===== src/rtl/ifexp_arbiter_if.sv =====
// Request/response bundle for ifexp_arbiter.
// The slave side is the arbiter; the master side is clients plus consumer.
interface ifexp_arbiter_if #(
  parameter int NREQ = 4,
  parameter int W    = 8
);
  localparam int IDW = $clog2(NREQ);

  logic [NREQ-1:0]   REQ_VALID;
  logic [NREQ-1:0]   REQ_READY;
  logic [NREQ*W-1:0] REQ_A;
  logic [NREQ*W-1:0] REQ_B;
  logic              RSP_VALID;
  logic              RSP_READY;
  logic [W-1:0]      RSP_DATA;
  logic [IDW-1:0]    RSP_ID;

  modport slave (
    input  REQ_VALID, REQ_A, REQ_B, RSP_READY,
    output REQ_READY, RSP_VALID, RSP_DATA, RSP_ID
  );

  modport master (
    output REQ_VALID, REQ_A, REQ_B, RSP_READY,
    input  REQ_READY, RSP_VALID, RSP_DATA, RSP_ID
  );
endinterface


===== src/rtl/ifexp_arbiter.sv =====
// Round-robin arbiter sharing one compare-select unit (A>B ? A : B+1).
// Optional grant counter built when IFEXP_ARB_STATS_EN is defined.
module ifexp_arbiter #(
  parameter int NREQ = 4,
  parameter int W    = 8
) (
  input  logic                CLK,
  input  logic                RST_N,
  ifexp_arbiter_if.slave      bus,
  output logic [15:0]         STAT_GRANTS
);
  localparam int IDW = $clog2(NREQ);

  typedef enum logic {
    EMPTY = 1'b0,
    FULL  = 1'b1
  } state_e;

  state_e         state_q, state_d;
  logic [IDW-1:0] ptr_q, ptr_d;
  logic [IDW-1:0] id_q, gnt_id;
  logic [W-1:0]   data_q, data_d;
  logic [W-1:0]   a_g, b_g;
  logic [IDW:0]   idx;
  logic           found;
  logic           slot_free;
  logic           grant;

  // First valid requester at or after ptr, wrapping at NREQ.
  always_comb begin
    found  = 1'b0;
    gnt_id = '0;
    idx    = '0;
    for (int i = 0; i < NREQ; i++) begin
      idx = {1'b0, ptr_q} + (IDW+1)'(i);
      if (idx >= (IDW+1)'(NREQ))
        idx = idx - (IDW+1)'(NREQ);
      if (!found && bus.REQ_VALID[idx[IDW-1:0]]) begin
        found  = 1'b1;
        gnt_id = idx[IDW-1:0];
      end
    end
  end

  assign slot_free = (state_q == EMPTY) || bus.RSP_READY;
  assign grant     = RST_N && slot_free && found;

  assign a_g    = bus.REQ_A[gnt_id*W +: W];
  assign b_g    = bus.REQ_B[gnt_id*W +: W];
  assign data_d = (a_g > b_g) ? a_g : b_g + W'(1);
  assign ptr_d  = (gnt_id == IDW'(NREQ-1)) ? '0 : gnt_id + IDW'(1);

  always_ff @(posedge CLK or negedge RST_N) begin
    if (!RST_N) state_q <= EMPTY;
    else        state_q <= state_d;
  end

  always_comb begin
    state_d = state_q;
    case (state_q)
      EMPTY: if (grant) state_d = FULL;
      FULL: begin
        if (grant)              state_d = FULL;
        else if (bus.RSP_READY) state_d = EMPTY;
      end
      default: state_d = EMPTY;
    endcase
  end

  always_comb begin
    bus.REQ_READY = '0;
    if (grant)
      bus.REQ_READY = NREQ'(1) << gnt_id;
    bus.RSP_VALID = (state_q == FULL);
  end

  always_ff @(posedge CLK or negedge RST_N) begin
    if (!RST_N) begin
      ptr_q  <= '0;
      id_q   <= '0;
      data_q <= '0;
    end else if (grant) begin
      ptr_q  <= ptr_d;
      id_q   <= gnt_id;
      data_q <= data_d;
    end
  end

  assign bus.RSP_DATA = data_q;
  assign bus.RSP_ID   = id_q;

`ifdef IFEXP_ARB_STATS_EN
  logic [15:0] cnt_q, cnt_d;

  assign cnt_d = (grant && cnt_q != 16'hFFFF) ? cnt_q + 16'd1 : cnt_q;

  always_ff @(posedge CLK or negedge RST_N) begin
    if (!RST_N) cnt_q <= '0;
    else        cnt_q <= cnt_d;
  end

  assign STAT_GRANTS = cnt_q;
`else
  assign STAT_GRANTS = '0;
`endif
endmodule


===== src/flat_wrapper.sv =====
// flat-port wrapper written by rule: the top's interface ports become plain ports
module ifexp_arbiter_flat 
#(
  parameter int NREQ = 4,
  parameter int W    = 8
)
  (CLK, RST_N, STAT_GRANTS, bus_REQ_VALID, bus_REQ_A, bus_REQ_B, bus_RSP_READY, bus_REQ_READY, bus_RSP_VALID, bus_RSP_DATA, bus_RSP_ID);
  ifexp_arbiter_if #(.NREQ(NREQ), .W(W)) bus_i ();
  input  logic CLK;
  input  logic RST_N;
  output logic [15:0] STAT_GRANTS;
  input wire logic [$bits(bus_i.REQ_VALID)-1:0] bus_REQ_VALID;
  input wire logic [$bits(bus_i.REQ_A)-1:0] bus_REQ_A;
  input wire logic [$bits(bus_i.REQ_B)-1:0] bus_REQ_B;
  input wire logic [$bits(bus_i.RSP_READY)-1:0] bus_RSP_READY;
  output wire logic [$bits(bus_i.REQ_READY)-1:0] bus_REQ_READY;
  output wire logic [$bits(bus_i.RSP_VALID)-1:0] bus_RSP_VALID;
  output wire logic [$bits(bus_i.RSP_DATA)-1:0] bus_RSP_DATA;
  output wire logic [$bits(bus_i.RSP_ID)-1:0] bus_RSP_ID;
  assign bus_i.REQ_VALID = bus_REQ_VALID;
  assign bus_i.REQ_A = bus_REQ_A;
  assign bus_i.REQ_B = bus_REQ_B;
  assign bus_i.RSP_READY = bus_RSP_READY;
  assign bus_REQ_READY = bus_i.REQ_READY;
  assign bus_RSP_VALID = bus_i.RSP_VALID;
  assign bus_RSP_DATA = bus_i.RSP_DATA;
  assign bus_RSP_ID = bus_i.RSP_ID;
  ifexp_arbiter #(.NREQ(NREQ), .W(W)) u_core (.CLK(CLK), .RST_N(RST_N), .bus(bus_i), .STAT_GRANTS(STAT_GRANTS));
endmodule

===== config.mk =====
export PLATFORM = sky130hd
export DESIGN_NAME = ifexp_arbiter_flat
export DESIGN_NICKNAME = d
export VERILOG_FILES = /design/src/rtl/ifexp_arbiter_if.sv /design/src/rtl/ifexp_arbiter.sv /design/src/flat_wrapper.sv
export SDC_FILE = /design/constraint.sdc
export NUM_CORES = 1
export LEC_CHECK = 0
export CAP_MARGIN = 20
export CORE_MARGIN = 10
export CORE_UTILIZATION = 39
export DETAILED_ROUTE_END_ITERATION = 8
export PLACE_DENSITY = 0.8
export SYNTH_ARGS = -nofsm -noshare
export SYNTH_HDL_FRONTEND = slang
export SYNTH_SLANG_ARGS = --single-unit

===== constraint.sdc =====
create_clock -name CLK -period 4 [get_ports CLK]
set_clock_uncertainty 0.2 [all_clocks]
set_input_delay 0.4 -clock CLK [delete_from_list [all_inputs] [get_ports CLK]]
set_output_delay 0.4 -clock CLK [all_outputs]
set_load 0.02 [all_outputs]

Yosys cells after proc, flatten, opt, wreduce, memory -nomap -nowiden:

Index checks and enable logic that the tools add are counted.

* register bits: 13
* input bits: 71
* output and inout port bits: 31
* logic and storage cells: 63

* add/sub/neg operators: 9
* $lt $le $gt $ge: 9
* equal/unequal tests: 1
* shifts and indexed selects: 3
* muxes and demuxes: 27
* bitwise logic cells: 1
* reduce and logical (&&, ||, !) cells: 9

Operator list (number)
* 32-bit by 6-bit variable part select with 8-bit output: 2
* 2-bit 2-to-1 mux: 9
* 2-bit by 3-bit less-than comparator with 1-bit output, second input constant: 4
* 1-bit 2-to-1 mux: 11
* 3-bit >= comparator, second input constant: 3
* 8-bit by 1-bit adder with 8-bit output, second input constant: 1
* 1-bit binary-select mux with 2-bit select: 4
* 8-bit > comparator: 1
* 8-bit 2-to-1 mux: 1
* 2-bit by 1-bit subtractor with 2-bit output, second input constant: 4
* 2-bit by 2-bit adder with 3-bit output, second input constant: 2
* 1-bit logical AND: 5
* 4-bit 2-to-1 mux: 1
* 1-bit by 2-bit << shifter with 4-bit output, first input constant: 1
* 2-bit by 1-bit adder with 3-bit output, second input constant: 1
* 2-bit by 3-bit >= comparator with 1-bit output, second input constant: 1
* 1-bit zero test: 3
* 2-bit by 1-bit adder with 2-bit output, second input constant: 1
* 2-bit == test, second input constant: 1
* 1-bit case mux with 2 select lines: 1
* 1-bit logical OR: 1
* 1-bit inverter: 1

Depth between registers and ports, before layout:

* depth after elaboration: 17
* depth in mapped cells: 18
* gate-level depth less buffers: 15

Worst setup path before layout:

Ideal clock, no wire load.

* path kind: input to register
* start point: input bus_REQ_VALID[2]
* end point: register u_core.data_q[5], in the netlist u_core.bus.RSP_DATA[5]
* setup time: 0.127 ns
* arrival time: 3.220 ns
* required time: 3.673 ns
* slack: 0.453 ns
* stages: 17
* path buffers: 3
* cells stage by stage: nor2b_4 a21o_1 a211oi_4 buf_6 buf_4 buf_4 a211oi_1 a21oi_1 ha_1 nor2b_1 o21a_1 o31ai_1 a21bo_2 inv_1 and3_1 a21oi_1 nand3b_1

* word-level cells in the longest chain between the ends: 15
* elaborated cells between the ends (all ways): 28
* those cells by class: add/sub: 1; order compare: 1; shift: 2; mux: 17; reduce/logical: 7

RTL lines
* start, declared: RTL line flat_wrapper.sv:12 `input wire logic [$bits(bus_i.REQ_VALID)-1:0] bus_REQ_VALID;`
* 1-bit binary-select mux with 2-bit select: RTL line ifexp_arbiter.sv:38 `if (!found && bus.REQ_VALID[idx[IDW-1:0]]) begin`
* 1-bit 2-to-1 mux (implied by the code): RTL line ifexp_arbiter.sv:38
* 1-bit 2-to-1 mux: RTL line ifexp_arbiter.sv:38
* 1-bit zero test: RTL line ifexp_arbiter.sv:38
* 1-bit logical AND: RTL line ifexp_arbiter.sv:38
* 1-bit 2-to-1 mux: RTL line ifexp_arbiter.sv:38
* 1-bit zero test: RTL line ifexp_arbiter.sv:38
* 1-bit logical AND: RTL line ifexp_arbiter.sv:38
* 1-bit 2-to-1 mux: RTL line ifexp_arbiter.sv:38
* 1-bit zero test: RTL line ifexp_arbiter.sv:38
* 1-bit logical AND: RTL line ifexp_arbiter.sv:38
* 2-bit 2-to-1 mux (*): RTL line ifexp_arbiter.sv:38
* named net u_core.gnt_id[0]: RTL line ifexp_arbiter.sv:21 `logic [IDW-1:0] id_q, gnt_id;`
* 32-bit by 6-bit variable part select with 8-bit output, on equally long branches: RTL line ifexp_arbiter.sv:49, ifexp_arbiter.sv:48
* 8-bit by 1-bit adder with 8-bit output or 8-bit > comparator (tied branches): RTL line ifexp_arbiter.sv:50 `assign data_d = (a_g > b_g) ? a_g : b_g + W'(1);`
* 8-bit 2-to-1 mux (*): RTL line ifexp_arbiter.sv:50
* end signal, assigned: RTL line ifexp_arbiter.sv:85 `data_q <= data_d;`
* end, declared: RTL line ifexp_arbiter.sv:22 `logic [W-1:0] data_q, data_d;`

Mark *: on every way through the listed nets, which the timed path passes. The rest lies on a longest branch. The select of a mux whose other input is x is not followed.
A chain may end at the register's enable or synchronous reset.

Final worst setup path:

* start point: input bus_REQ_VALID[2]
* end point: register u_core.data_q[2], in the netlist u_core.bus.RSP_DATA[2]

* word-level cells in the longest chain between the ends: 15
* elaborated cells between the ends (all ways): 28
* those cells by class: add/sub: 1; order compare: 1; shift: 2; mux: 17; reduce/logical: 7

RTL lines (RTL line)
* 1-bit binary-select mux with 2-bit select: ifexp_arbiter.sv:38
* 1-bit 2-to-1 mux (implied by the code): ifexp_arbiter.sv:38
* 1-bit 2-to-1 mux: ifexp_arbiter.sv:38
* 1-bit zero test: ifexp_arbiter.sv:38
* 1-bit logical AND: ifexp_arbiter.sv:38
* 1-bit 2-to-1 mux: ifexp_arbiter.sv:38
* 1-bit zero test: ifexp_arbiter.sv:38
* 1-bit logical AND: ifexp_arbiter.sv:38
* 1-bit 2-to-1 mux: ifexp_arbiter.sv:38
* 1-bit zero test: ifexp_arbiter.sv:38
* 1-bit logical AND: ifexp_arbiter.sv:38
* 2-bit 2-to-1 mux: ifexp_arbiter.sv:38
* 32-bit by 6-bit variable part select with 8-bit output, on equally long branches: ifexp_arbiter.sv:49, ifexp_arbiter.sv:48
* 8-bit by 1-bit adder with 8-bit output or 8-bit > comparator (tied branches): ifexp_arbiter.sv:50
* 8-bit 2-to-1 mux: ifexp_arbiter.sv:50

Parallel ways exist; a longest one is shown, timed or not. The select of a mux whose other input is x is not followed.

==> reports/metrics.yaml <==
setup_path:
  startpoint_type: "input port"
  path_class: "input port to register"
  setup.worst_path.end: "u_core.bus.RSP_DATA[2]$_DFFE_PN0P_"
  r2r_cells: 15
  crit-reg2reg-launch: "u_core.ptr_q[0]$_DFFE_PN0P_"
  arrival_ns: 3.61
  crit_path_end_kind: "register"
  crit_required_ns: 3.90
  path_max_fanout: 23
  r2r_setup_slack_ns: 0.55
  setup.worst_path.start: "bus_REQ_VALID[2]"
  rr_endpoint: "u_core.bus.RSP_DATA[2]$_DFFE_PN0P_"
min_path:
  holdPathStages: 2
  hp-class: "register to register"
pwr:
  p_leak_nw: 1.22
  max-vdd-ir-drop_mv: 0.225
  power_density_mw_per_mm2: 565
cts:
  clk_pin_slew_ns: 0.05
  cts_buffers: 3
  htreeDepth: 1
  cts_tree: "done"
  cts-root-buf: "clkbuf_8"
  clock-sinks: 13
  clock_latency_ns: 0.24
  clockBufferDepth: 2
final_layout:
  drive_gt1_frac: 0.133
  num-fill-cells: 393
  fin_nets: 371
  final_core_util: 0.627
  syn2layout_area_growth_pct: 56.1
  diodes: 0
  layout_commonest_cell: "clkdlybuf4s50_1"
  design_area_mm2: 0.00271
  mostFrequentLayoutCells: "85 x clkdlybuf4s50_1, 32 x mux2i_1, 16 x conb_1, 14 x nand2_1"
sta:
  tightestPinTransition_ns: 0.879
  timing.slew.headroom: 0.413
  slew_viol_final: 0
  finalSetupTns_ns: 0
  setup_viol: 0
  timing.fmax_mhz: 269
  period_share: 0.928
  final-hold-violation-count: 0
  fin_ws_ns: 0.289
  min_period_ns: 3.71
  grt_setup_unrepaired: "false"
placed_design:
  gp_congestion: 0.930
  pre_cts_slack_ns: 0.0260
  place_hpwl_um: 4530
  portBuffers: 85
  post_dp_cell_area_mm2: 0.00265
logic_synthesis:
  synth.distinct_cells: 47
  ys.flop_type: "dfrtp_1"
  synth-seq-area-share: 0.187
  synth-edff-count: 0
  netlist_area_mm2: 0.00174
  ys_ff_latch: 13
  syn-instance-count: 193
  syn_area_per_cell_um2: 9.00
  async_flop_share: 1.00
  ys_warn_count: 0
routing:
  vias: 1713
  vias_per_cell: 5.07
  wl_um: 5100
  routedWlPerCell_um: 15.1
  drt_iter0_markers: 76
  drtAntennaViolNets: 0
  drt_pass1_iterations: 4
  drcViolationCount: 0
global_routing:
  antenna_found_initial: 0
  grt_pass1_vias: 1824
  grt_usage: 0.132
  grt_overflow: 0
  grt_max_degree: 24
  grt_pass1_wl_um: 8400
floorplanning:
  die_area_mm2: 0.00753
  start_util: 0.402
  num_rows: 24
  die_w_um: 86.8
  ios: 102
  dieHeight_um: 86.8
  core-area_mm2: 0.00432
flow_run:
  cap_violations: 0
run_status:
  outcome: "complete, no violations"
==> layout make-up <==
class | count | area (µm²) | share of cell area
inverter | 7 | 26.3 | 0.00969
clock inverter | 1 | 5.00 | 0.00185
clock buffer | 3 | 41.3 | 0.0152
tap | 52 | 65.1 | 0.0240
multi-input combinational | 163 | 1260 | 0.466
timing repair buffer | 99 | 985 | 0.363
sequential | 13 | 325 | 0.120
==> timing repair <==
action	in CTS	in global routing
endpoints found under the setup margin	0	3
resized for setup	0	5
buffers inserted	0	1
hold buffers	0	0
==> cell families after synthesis <==
group / count (synthesis) / share of synthesized area
and+or+nand+nor: 54 / 0.185
other: 1 / 0.00216
xor gates and xnor gates: 3 / 0.0151
buffers and inverters: 32 / 0.120
muxes: 41 / 0.249
DFF: 13 / 0.187
AOI/OAI and AO/OA: 36 / 0.148
adders and majority gates: 13 / 0.0936
==> worst max-delay path, cell delays in order <==
cell and delay, ns:
clkdlybuf4s50_1 0.45, nor2b_4 0.15, a21o_1 0.18, a211oi_4 0.30, buf_12 0.23, mux2i_1 0.09, mux2_4 0.30, ha_1 0.31
nor2b_1 0.13, o21a_1 0.16, o31ai_1 0.19, a21bo_2 0.24, buf_4 0.13, mux2i_1 0.24, o21ai_0 0.10
==> flip-flops by register name, summed over array words and instances, names as in the netlist <==
register	flops
u_core.bus.RSP_ID	2
u_core.bus.RSP_VALID	1
u_core.bus.RSP_DATA	8
u_core.ptr_q	2
==> through the flow <==
step	hold WS, ns	std cells	power [mW]
final	0.274	338	1.53
after global routing	0.325	338	1.67
after CTS	0.284	337	1.52
after detailed placement	0.271	333	1.40
after global placement	0.265	333	1.37
after floorplan	-0.0956	208	1.01
==> worst min-delay path by stage <==
stage	from	end	slack (ns)
after floorplan	RST_N	u_core.bus.RSP_DATA[0]$_DFFE_PN0P_	-0.1
after CTS	u_core.bus.RSP_DATA[0]$_DFFE_PN0P_	u_core.bus.RSP_DATA[0]$_DFFE_PN0P_	0.28
after detailed placement	u_core.bus.RSP_DATA[0]$_DFFE_PN0P_	u_core.bus.RSP_DATA[0]$_DFFE_PN0P_	0.27
after global routing	RST_N	u_core.ptr_q[1]$_DFFE_PN0P_	0.33
after global placement	u_core.bus.RSP_ID[0]$_DFFE_PN0P_	u_core.bus.RSP_ID[0]$_DFFE_PN0P_	0.27
final	u_core.bus.RSP_DATA[0]$_DFFE_PN0P_	u_core.bus.RSP_DATA[0]$_DFFE_PN0P_	0.27
==> cells in the mapped netlist, drive strengths merged (2+ instances only) <==
library cell | n | area (µm²)
o211ai | 2 | 15.0
nor2 | 2 | 7.51
a211oi | 5 | 50.1
nand2b | 4 | 25.0
buf | 22 | 170
nor3b | 2 | 20.0
o31ai | 2 | 15.0
inv | 7 | 26.3
nand4 | 3 | 18.8
ha | 13 | 163
nand2 | 15 | 56.3
a21o | 2 | 15.0
mux2 | 9 | 113
o21ai | 5 | 25.0
and3 | 4 | 26.3
and2 | 8 | 50.1
a21oi | 10 | 50.1
dfrtp | 13 | 325
nor2b | 7 | 53.8
nand3 | 6 | 30.0
clkbuf | 3 | 11.3
mux2i | 32 | 320
xor2 | 2 | 17.5
==> metal layers <==
metal  GRT usage  wire length, µm  up-vias  part of all wire
li1            -                -      846                 -
met1       0.138             1890      801              0.37
met2       0.248             2680       64              0.52
met3      0.0441              499        2             0.098
met4      0.0265               34        0            0.0067
met5           0                0        -                 0
==> report_power, final <==
part | switching (mW) | internal (mW)
Sequential | 0.0440 | 0.189
Combinational | 0.591 | 0.593
Clock | 0.0463 | 0.0687
No activity file was read; power rests on OpenSTA's default activity.
